--- src/rtl/mc_pkg.sv ---
// Shared types for the PE stream multicaster: delivery modes, weight-buffer states, config widths.
package mc_pkg;

    localparam int KS_WIDTH = 8;

    typedef enum logic [1:0] {
        UNICAST   = 2'd0,
        MULTICAST = 2'd1,
        BROADCAST = 2'd2
    } mc_mode_e;

    typedef enum logic [1:0] {
        IDLE = 2'd0,
        LOAD = 2'd1,
        RUN  = 2'd2
    } wbuf_state_e;

endpackage

--- src/rtl/mc_skid_fifo.sv ---
// Small power-of-two operand FIFO. Registered read path (no bypass); a pop and a push
// in the same cycle are both honoured, even when full.
module mc_skid_fifo #(
    parameter int WIDTH = 16,
    parameter int DEPTH = 2
) (
    input  logic             clk,
    input  logic             rstn,
    input  logic             push,
    input  logic             pop,
    input  logic [WIDTH-1:0] wdata,
    output logic [WIDTH-1:0] rdata,
    output logic             empty,
    output logic             full
);

    localparam int AW = $clog2(DEPTH);
    localparam logic [AW:0] FULL_CNT = (AW+1)'(DEPTH);

    logic [WIDTH-1:0] mem [DEPTH];
    logic [AW-1:0]    wr_ptr;
    logic [AW-1:0]    rd_ptr;
    logic [AW:0]      count;

    always_ff @(posedge clk or negedge rstn) begin
        if (!rstn) begin
            wr_ptr <= '0;
            rd_ptr <= '0;
            count  <= '0;
        end else begin
            if (push) wr_ptr <= wr_ptr + 1'b1;
            if (pop)  rd_ptr <= rd_ptr + 1'b1;
            case ({push, pop})
                2'b10:   count <= count + 1'b1;
                2'b01:   count <= count - 1'b1;
                default: count <= count;
            endcase
        end
    end

    always_ff @(posedge clk) begin
        if (push) mem[wr_ptr] <= wdata;
    end

    assign rdata = mem[rd_ptr];
    assign empty = (count == '0);
    assign full  = (count == FULL_CNT);

endmodule

--- src/rtl/pe_stream_multicaster.sv ---
// Bus-to-PE multicaster: tag-matched ifmap/psum FIFOs, cyclic weight replay buffer, result return.
// Optional MC_PERF_CNT_EN adds saturating fire/stall counters (perf_fire, perf_stall).
module pe_stream_multicaster
    import mc_pkg::*;
#(
    parameter int DATA_WIDTH = 16,
    parameter int NUM_COL    = 4,
    parameter int TAG_WIDTH  = 4,
    parameter int WBUF_DEPTH = 16,
    parameter int FIFO_DEPTH = 2,
    localparam int IW = $clog2(NUM_COL),
    localparam int PW = $clog2(WBUF_DEPTH)
) (
    input  logic                    clk,
    input  logic                    rstn,
    input  logic                    cfg_load,
    input  logic [TAG_WIDTH-1:0]    cfg_tag,
    input  logic [IW-1:0]           cfg_id,
    input  logic [KS_WIDTH-1:0]     cfg_ks,
    input  logic [1:0]              cfg_mode,
    input  logic [TAG_WIDTH-1:0]    bus_tag,
    input  logic [IW-1:0]           bus_id,
    input  logic                    if_valid,
    input  logic [DATA_WIDTH-1:0]   if_data,
    output logic                    if_ready,
    input  logic                    ps_valid,
    input  logic [2*DATA_WIDTH-1:0] ps_data,
    output logic                    ps_ready,
    input  logic                    w_valid,
    input  logic [DATA_WIDTH-1:0]   w_data,
    output logic                    w_ready,
    output logic                    flush_busy,
    output logic                    pe_en,
    output logic [DATA_WIDTH-1:0]   pe_ifmap,
    output logic [DATA_WIDTH-1:0]   pe_fltr,
    output logic [2*DATA_WIDTH-1:0] pe_psum,
    input  logic                    pe_valid,
    input  logic [2*DATA_WIDTH-1:0] pe_result,
    output logic                    pe_stall,
    output logic                    res_valid,
    output logic [2*DATA_WIDTH-1:0] res_data,
    output logic [IW-1:0]           res_id,
    input  logic                    res_ready
`ifdef MC_PERF_CNT_EN
    ,
    output logic [31:0]             perf_fire,
    output logic [31:0]             perf_stall
`endif
);

    // Last replay index; zero weights behaves as one, oversize passes clamp to the buffer.
    function automatic logic [PW-1:0] ks_last_f(input logic [KS_WIDTH-1:0] ks);
        if (ks == '0) return '0;
        if (int'(ks) >= WBUF_DEPTH) return PW'(WBUF_DEPTH - 1);
        return PW'(ks - 1'b1);
    endfunction

    logic [TAG_WIDTH-1:0]    tag_q;
    logic [IW-1:0]           id_q;
    logic [1:0]              mode_q;
    logic [PW-1:0]           ks_last_q;
    logic [PW-1:0]           wr_ptr;
    logic [PW-1:0]           rd_ptr;
    wbuf_state_e             state, state_nxt;
    logic                    wbuf_we;
    logic [DATA_WIDTH-1:0]   wbuf [WBUF_DEPTH];

    logic                    match;
    logic                    if_empty, if_full, ps_empty, ps_full;
    logic                    if_push, ps_push;
    logic [DATA_WIDTH-1:0]   if_head;
    logic [2*DATA_WIDTH-1:0] ps_head;

    always_comb begin
        match = 1'b0;
        case (mc_mode_e'(mode_q))
            MULTICAST: match = (bus_tag == tag_q);
            BROADCAST: match = 1'b1;
            default:   match = (bus_tag == tag_q) && (bus_id == id_q);
        endcase
    end

    // A pop in the same cycle frees the slot, so a full FIFO can still take a matching beat.
    assign if_ready = ~match | ~if_full | pe_en;
    assign ps_ready = ~match | ~ps_full | pe_en;
    assign if_push  = if_valid & match & (~if_full | pe_en);
    assign ps_push  = ps_valid & match & (~ps_full | pe_en);

    mc_skid_fifo #(.WIDTH(DATA_WIDTH), .DEPTH(FIFO_DEPTH)) u_if_fifo (
        .clk   (clk),
        .rstn  (rstn),
        .push  (if_push),
        .pop   (pe_en),
        .wdata (if_data),
        .rdata (if_head),
        .empty (if_empty),
        .full  (if_full)
    );

    mc_skid_fifo #(.WIDTH(2*DATA_WIDTH), .DEPTH(FIFO_DEPTH)) u_ps_fifo (
        .clk   (clk),
        .rstn  (rstn),
        .push  (ps_push),
        .pop   (pe_en),
        .wdata (ps_data),
        .rdata (ps_head),
        .empty (ps_empty),
        .full  (ps_full)
    );

    always_ff @(posedge clk or negedge rstn) begin
        if (!rstn) state <= IDLE;
        else       state <= state_nxt;
    end

    always_comb begin
        state_nxt = state;
        wbuf_we   = 1'b0;
        if (cfg_load) begin
            state_nxt = LOAD;
        end else if (state == LOAD && w_valid) begin
            wbuf_we = 1'b1;
            if (wr_ptr == ks_last_q) state_nxt = RUN;
        end
    end

    always_ff @(posedge clk or negedge rstn) begin
        if (!rstn) begin
            tag_q     <= '0;
            id_q      <= '0;
            mode_q    <= '0;
            ks_last_q <= '0;
            wr_ptr    <= '0;
            rd_ptr    <= '0;
        end else if (cfg_load) begin
            tag_q     <= cfg_tag;
            id_q      <= cfg_id;
            mode_q    <= cfg_mode;
            ks_last_q <= ks_last_f(cfg_ks);
            wr_ptr    <= '0;
            rd_ptr    <= '0;
        end else begin
            if (wbuf_we) wr_ptr <= wr_ptr + 1'b1;
            if (pe_en)   rd_ptr <= (rd_ptr == ks_last_q) ? '0 : rd_ptr + 1'b1;
        end
    end

    always_ff @(posedge clk) begin
        if (wbuf_we) wbuf[wr_ptr] <= w_data;
    end

    assign w_ready    = (state == LOAD);
    assign flush_busy = (state == LOAD);
    assign pe_en      = (state == RUN) & ~if_empty & ~ps_empty & ~pe_stall;
    assign pe_ifmap   = if_empty ? '0 : if_head;
    assign pe_psum    = ps_empty ? '0 : ps_head;
    assign pe_fltr    = (state == RUN) ? wbuf[rd_ptr] : '0;

    // Result holding register; draining and refilling in one cycle keeps full throughput.
    assign pe_stall = res_valid & ~res_ready;
    assign res_id   = id_q;

    always_ff @(posedge clk or negedge rstn) begin
        if (!rstn) begin
            res_valid <= 1'b0;
            res_data  <= '0;
        end else if (pe_valid && !pe_stall) begin
            res_valid <= 1'b1;
            res_data  <= pe_result;
        end else if (res_ready) begin
            res_valid <= 1'b0;
        end
    end

`ifdef MC_PERF_CNT_EN
    always_ff @(posedge clk or negedge rstn) begin
        if (!rstn) begin
            perf_fire  <= '0;
            perf_stall <= '0;
        end else if (cfg_load) begin
            perf_fire  <= '0;
            perf_stall <= '0;
        end else begin
            if (pe_en && perf_fire != '1) perf_fire <= perf_fire + 1'b1;
            if (state == RUN && !pe_en && perf_stall != '1) perf_stall <= perf_stall + 1'b1;
        end
    end
`endif

endmodule

--- config.mk ---
export PLATFORM = sky130hd
export DESIGN_NAME = pe_stream_multicaster
export DESIGN_NICKNAME = d
export VERILOG_FILES = /design/src/rtl/mc_pkg.sv /design/src/rtl/mc_skid_fifo.sv /design/src/rtl/pe_stream_multicaster.sv
export SDC_FILE = /design/constraint.sdc
export NUM_CORES = 1
export LEC_CHECK = 0
export CORE_MARGIN = 3
export CORE_UTILIZATION = 61
export CTS_BUF_LIST = sky130_fd_sc_hd__clkbuf_8
export CTS_CLUSTER_DIAMETER = 60
export DETAILED_ROUTE_END_ITERATION = 16
export PLACE_DENSITY = 0.95
export SLEW_MARGIN = 20
export SYNTH_ARGS = -nofsm -noshare
export SYNTH_HDL_FRONTEND = slang
export SYNTH_HIERARCHICAL = 1
export SYNTH_SLANG_ARGS = --single-unit
--- constraint.sdc ---
create_clock -name clk -period 9.4 [get_ports clk]
set_input_delay 1.88 -clock clk [delete_from_list [all_inputs] [get_ports clk]]
set_output_delay 1.88 -clock clk [all_outputs]
set_load 0.05 [all_outputs]
==> metrics.md, run 1 <==
| Metric | Value |
|---|---|
| Yosys warns | 6 |
| R2R setup slack | 6.31 ns |
| Initial antenna violation count | 0 |
| Setup Skew | 0.0343 ns |
| Pwr dens | 223 nW/um^2 |
| CP Data Required Time | 7.52 ns |
| Outcome | finished, final reports clean |
| Clock tree buffer depth | 3 |
| Worst Reg2Reg Path Length in Cells | 6 |
| TritonCTS clock tree | done |
| RSZ-0062 raised after global routing | no |
| GRT Residual Overflow | 0 |
| Layout net count | 1,372 |
| Tightest Pin Transition | ~1.2 ns |
| Synth async-reset ratio | 0.152 |
| Tcrit/Tclk final | 0.640 |
| Min-Delay Path Depth | 1 |
| First-pass GRT wire length | 58.4 mm |
| Post-CTS Setup Bufs | 0 |
| Seq cells post-synth | 415 |
| Sequential area share after synthesis | 0.721 |
| RR Startpoint | u_if_fifo/count[0] |
| Synth Instances | 969 |
| Routability cong. | 0.812 |
| Avg Inst Size Synth | between 15 and 20 sq um |
| FF-to-FF End | u_if_fifo/mem[1][6] |
| Hold Fails Final Rpt | 0 |
| Final setup TNS | 0 ns |
| All-Layer GR Usage | 0.263 |
| Layout area overhead | 22.8% |
| Synth area leaders | edfxtp_1, dfrtp_1, mux2_2, mux2i_1, mux2_4 |
| Top_reg_cell synth | edfxtp_1 |
| GR Util met1 | 0.323 |
| Die area | 29,700 sq um |
| DP Wirelength | between 20 and 25 mm |
| Die Wd | 172 um |
| Core Box Area | around 27,000 sq um |
| Clock sinks | 415 |
| CTS Buf Count | 66 |
| Worst skew pair latency | about 0.6 ns |
| Commonest cells post-synth | edfxtp_1, mux2i_1, mux2_2 |
| HP Start | u_if_fifo/wr_ptr |
| Highest clock rate | 166 MHz |
| Worst hold path type | flip-flop to flip-flop |
| Mapped cell area | 16,900 sq um |
| Vias in the first global route | 10,300 |
| Critical Path Source Type | primary input |
| M2 GR Usage | 0.447 |
| Largest net degree at the start of global routing | between 60 and 70 |
| Final Setup Violations | 0 |
| Most instantiated library cell after synthesis | edfxtp_1 |
| Static Leak | 7.24 nW |
| Number of synthesized flops with an enable pin | between 300 and 400 |
| Synth unique cells | 48 |
| Finished layout cell area | 20,700 sq um |
| Cell row count | 60 |
| CTS H-tree lvls | 3 |
| Routed WL per cell | 24.4 um |
| Residual DRC | 0 |
| Antenna Cells | 0 |
| Total Wirelength | 39.7 mm |
| Post_cts resized | 0 |
| Clock root cell | clkbuf_8 |
| Endpoint class of the critical path | output port |
| Peak VDD IR | 0.149 mV |
| Starting Density | 0.624 |
| Global Route met3 Usage | 0.0647 |
| Hold_buf cts | 0 |
| Tmin final | roughly 6.0 ns |
| Hold path endpoint | u_if_fifo/wr_ptr |
| Max-slew headroom | 0.220 |
| CP arrival | 4.14 ns |
| First-pass DRT Iterations | 6 |
| Slew Limit Fails | 0 |
| Crit Path Max Fanout | 4 |
| Initial DRC count | 995 |
| Post-Syn Nets | 1,105 |
| Max cap viols | 0 |
| Share of cells above drive strength 1 | 0.181 |
| Yosys top cell area share | 0.627 |
| Ports | 231 |
| Die Ht | 172 um |
| Placed cell area | ~19,000 sq um |
| Synth area leader | edfxtp_1 |
| Antenna viol nets, final | 0 |
| Vias/cell | ~6.1 |
| Global route hottest layer | met2 |
| I/O Buffers | 230 |
| Clk slew on worst S/H paths | about 0.06 ns |
| WS Path Type | primary input to output port |
| Detailed-route via count | 9,901 |
==> stage by stage <==
stage	hold WS [ns]	setup WS (ns)	power [mW]	util	cells
3_3_place_gp	0.471	3.45	3.14	0.719	1508
2_1_floorplan	0.456	4.34	2.80	-	969
5_1_grt	0.518	3.23	4.76	0.766	1625
4_1_cts	0.487	3.40	4.62	0.765	1624
3_5_place_dp	0.475	3.44	3.17	0.719	1508
6_report	0.491	3.38	4.61	0.766	1625
==> area by class of cell <==
class	count	area [sq um]
Multi-Input combinational cell	491	4390
Inverter	14	52.6
Clock buffer	66	908
Timing Repair Buffer	248	2440
Tap cell	341	427
Clock inverter	50	335
Sequential cell	415	12200
Fill cell	1440	6320
==> worst max path at each step <==
| stage | startpoint | to | slack (ns) | cells after the start |
|---|---|---|---|---|
| finish | bus_id[0] | if_ready | 3.38 | 6 |
| global route | rd_ptr[1] | pe_fltr[7] | 3.23 | 5 |
| CTS | bus_id[0] | if_ready | 3.40 | 6 |
| detailed placement | bus_id[0] | if_ready | 3.44 | 6 |
| global placement | bus_id[0] | if_ready | 3.45 | 6 |
| floorplan | res_ready | pe_en | 4.34 | 3 |
==> power breakdown <==
group / switching [mW] / internal, mW
Combinational: 0.638 / 0.371
Clock: 0.708 / 0.753
Sequential: 0.0662 / 2.07
==> cells in the final DEF, fill, tap and decap left out, drive strengths merged, types with 2 or more instances in the layout <==
cell type and instances:
xnor2 13, nand2b 5, mux2 108, nand2 22, a21oi 6, clkdlybuf4s50 229
nor4b 2, buf 19, nand3b 4, mux2i 74, a41oi 2, nor3 3
o22ai 11, o21ai 6, ha 10, o21a 2, xor2 13, nor3b 2
nor2 29, or4b 2, a21o 3, clkinv 23, mux4 16, or3 2
and2 15, nor2b 53, dfrtp 63, edfxtp 352, nor4 3, a22oi 37
bufinv 3, o31ai 11, inv 38, nand3 22, clkbuf 66, o211ai 7
==> worst max-delay path, cell delays in order <==
cell and delay (ns):
clkdlybuf4s50_1 0.47, xnor2_1 0.17, and3_1 0.19, o21ai_0 0.38, a21o_1 0.24, clkdlybuf4s50_1 0.82
==> routing by layer <==
| layer | up-vias | share of wire |
|---|---|---|
| met3 | 152 | 0.080 |
| met1 | 4900 | 0.36 |
| met5 | - | 0 |
| met4 | 0 | 0.042 |
| met2 | 592 | 0.52 |
| li1 | 4257 | - |
==> state kept, by name, indices dropped and copies added, names as in the netlist <==
signal and flops:
u_if_fifo/rd_ptr 1, res_data 32, u_ps_fifo/wr_ptr 1, tag_q 4, rd_ptr 4, u_if_fifo/wr_ptr 1
mode_q 2, res_valid 1, u_ps_fifo/count 2, u_ps_fifo/rd_ptr 1, wbuf 256, state 2
ks_last_q 4, u_if_fifo/mem 32, u_ps_fifo/mem 64, u_if_fifo/count 2, res_id 2, wr_ptr 4
==> cell families (layout without fill, tap and decap cells) <==
family	Yosys count	in the layout	share of synthesized area
AOI/OAI and AO/OA	88	88	0.0372
buffers and inverters	63	378	0.0203
muxes	198	198	0.146
adders and majority gates	10	10	0.00742
and+or+nand+nor	169	169	0.0551
DFF	415	415	0.721
xor gates and xnor gates	26	26	0.0135
Note: power is estimated with default switching activity, not from simulation.
==> inputs of run 2 (changes only) <==
--- a/config.mk
+++ b/config.mk
@@ -6,11 +6,11 @@
 export NUM_CORES = 1
 export LEC_CHECK = 0
 export CORE_MARGIN = 3
-export CORE_UTILIZATION = 61
+export CORE_UTILIZATION = 51
 export CTS_BUF_LIST = sky130_fd_sc_hd__clkbuf_8
 export CTS_CLUSTER_DIAMETER = 60
 export DETAILED_ROUTE_END_ITERATION = 16
-export PLACE_DENSITY = 0.95
+export PLACE_DENSITY = 0.89
 export SLEW_MARGIN = 20
 export SYNTH_ARGS = -nofsm -noshare
 export SYNTH_HDL_FRONTEND = slang
==> constraint.sdc (replaced) <==
create_clock -name clk -period 5 [get_ports clk]
set_input_delay 1 -clock clk [delete_from_list [all_inputs] [get_ports clk]]
set_output_delay 1 -clock clk [all_outputs]
set_load 0.05 [all_outputs]
==> metrics.md, run 2 (synthesized netlist as in run 1, its figures left out) <==
| Metric | Value |
|---|---|
| First-pass GRT wire length | 59.5 mm (+2.0%) |
| Post_cts resized | 0 (unchanged) |
| R2R setup slack | 1.89 ns (-4.42 ns) |
| Routability cong. | 0.821 (+1.1%) |
| Hold Fails Final Rpt | 0 (unchanged) |
| CP arrival | 3.82 ns (-0.32 ns) |
| Ports | 231 (unchanged) |
| Core Box Area | 32,000 sq um (+19%) |
| Final setup TNS | 0 ns (unchanged) |
| DP Worst Slack | 0.849 ns (-2.59 ns) |
| Min-Delay Path Depth | 1 (unchanged) |
| Worst Reg2Reg Path Length in Cells | 7 (+1) |
| Largest net degree at the start of global routing | 51 (-20%) |
| Total power | 8.63 mW (+87%) |
| Die area | 35,300 sq um (+19%) |
| Detailed-route via count | 9,825 (-0.77%) |
| Internal power | 6.02 mW (+88%) |
| Worst hold path type | flip-flop to flip-flop |
| Clk slew on worst S/H paths | 0.06 ns (about the same) |
| Clock sinks | 415 (unchanged) |
| Cell row count | 65 (+8.3%) |
| CP Data Required Time | 4.00 ns (-3.52 ns) |
| Final Setup Violations | 0 (unchanged) |
| Vias in the first global route | 10,500 (+1.7%) |
| Regs by FF count | wbuf: 256 flops, u_ps_fifo/mem: 64 flops |
| Clock tree buffer depth | 3 (unchanged) |
| Commonest non-fill, non-tap cell in the layout | edfxtp_1 |
| Finished layout cell area | 20,900 sq um (+0.86%) |
| Tightest Pin Transition | 1.17 ns (+0.00309 ns) |
| Clock root cell | clkbuf_8 |
| HP Start | u_if_fifo/wr_ptr |
| Crit Path Max Fanout | 50 (+46) |
| Worst skew pair latency | 0.59 ns (about the same) |
| Die Wd | 188 um (+9.0%) |
| Clock power share | 0.313 (-0.004) |
| Switching power | 2.61 mW (+85%) |
| Endpoint class of the critical path | output port |
| Antenna viol nets, final | 0 (unchanged) |
| Share of cells above drive strength 1 | 0.191 (+0.00927) |
| Initial DRC count | 751 (-25%) |
| Routed WL per cell | 22.7 um (-7.2%) |
| DP Wirelength | 24.5 mm (+2.6%) |
| Max-slew headroom | 0.218 (-0.00206) |
| Static Leak | 7.28 nW (+0.62%) |
| Die Ht | 188 um (+9.0%) |
| Peak VDD IR | 0.288 mV (+94%) |
| Setup Skew | 0.0287 ns (-0.00561 ns) |
| WS Path Type | flip-flop to output port |
| Layout area overhead | 23.9% |
| Vias/cell | 5.67 (-6.9%) |
| Placed cell area | 19,600 sq um (+1.0%) |
| Total Wirelength | 39.3 mm (-1.1%) |
| Starting Density | 0.526 (-0.0977) |
| Initial antenna violation count | 0 (unchanged) |
| Hold_buf cts | 0 (unchanged) |
| Slew Limit Fails | 0 (unchanged) |
| Outcome | finished, final reports clean |
| Sequential power share | 0.465 (about the same) |
| I/O Buffers | 230 (unchanged) |
| CTS H-tree lvls | 3 (unchanged) |
| CTS Buf Count | 67 (+1.5%) |
| All-Layer GR Usage | 0.221 (-0.0412) |
| Layout Cells excl Fill | 1,732 (+6.6%) |
| Hold path endpoint | u_if_fifo/wr_ptr |
| RSZ-0062 raised after global routing | no |
| Sw Ratio | 0.302 (-0.00413) |
| Post-CTS Setup Bufs | 0 (unchanged) |
| First-pass DRT Iterations | 5 (-1) |
| Tmin final | 4.82 ns |
| Pwr dens | 413 nW/um^2 (+86%) |
| GRT Residual Overflow | 0 (unchanged) |
| Commonest non-fill, non-tap cells in the layout | edfxtp_1, clkdlybuf4s50_1, mux2i_1, clkbuf_8, mux2_2 |
| FF-to-FF End | u_if_fifo/mem[1][10] |
| Highest clock rate | 207 MHz |
| Worst setup margin | 0.176 ns (-3.21 ns) |
| Inst Count DP | 1,613 (+7.0%) |
| Largest Register | wbuf |
| Critical Path Source Type | flip-flop |
| Combinational Power Share | 0.223 (+0.004) |
| Tcrit/Tclk final | 0.965 |
| Fillers | 2,137 (+48%) |
| Residual DRC | 0 (unchanged) |
| RR Startpoint | u_ps_fifo/count[0] |
| Max FFs per register | 256 (unchanged) |
| Max cap viols | 0 (unchanged) |
| TritonCTS clock tree | done |
| Layout net count | 1,384 (+0.87%) |
==> run 2: cell count changes in the layout (fill, tap and decap cells not counted), sizes merged <==
cell	before	now
buf	19	30
bufinv	3	2
clkbuf	66	71
clkinv	23	24
clkinvlp	0	1
diode	0	2
inv	38	32
==> run 2: power by group through the flow <==
stage	Combinational, mW	Sequential (mW)	Clock [mW]
after global placement	1.88	4.07	0
after CTS	1.93	4.01	2.75
final	1.92	4.01	2.70
after detailed placement	1.92	4.08	0
after floorplan	1.11	4.16	0
after global routing	2.01	4.03	2.91
==> run 2: layout make-up <==
type                    instances  area (sq um)  area share
clock buffers                  71           977      0.0468
well taps                     435           544      0.0261
flip-flops and latches        415         12200       0.582
inverters                      14          52.6     0.00252
multi-input cells             491          4380       0.210
diodes                          2          5.00    0.000240
clock inverters                45           244      0.0117
repair buffers                259          2520       0.121
==> run 2: stage by stage <==
step                      utilization  hold WS [ns]
after global placement          0.613         0.470
final                           0.652         0.487
after CTS                       0.651         0.487
after detailed placement        0.613         0.478
after floorplan                     -         0.456
after global routing            0.651         0.518
==> run 2: worst max-delay path by stage <==
stage               startpoint             endpoint  cells past startpoint
detailed placement  bus_tag[1]             if_ready                      6
global placement    bus_tag[0]             ps_ready                      6
floorplan            res_ready  u_ps_fifo/mem[0][0]                      7
finish               rd_ptr[1]           pe_fltr[0]                      6
global route         rd_ptr[1]           pe_fltr[0]                      6
CTS                  rd_ptr[1]           pe_fltr[0]                      6
==> run 2: critical path: stages, from the launching register on <==
cell,delay (ns)
dfrtp_4,0.95
buf_4,0.54
mux2i_1,0.19
a22oi_1,0.23
nand3_1,0.12
o31ai_1,0.18
clkdlybuf4s50_1,0.92
==> run 2: routing by layer <==
metal	global-route usage	wire, um	part of all wire
met2	0.377	20200	0.51
met1	0.263	14700	0.38
met4	0.119	1750	0.045
met3	0.0505	2640	0.067
met5	0	0	0
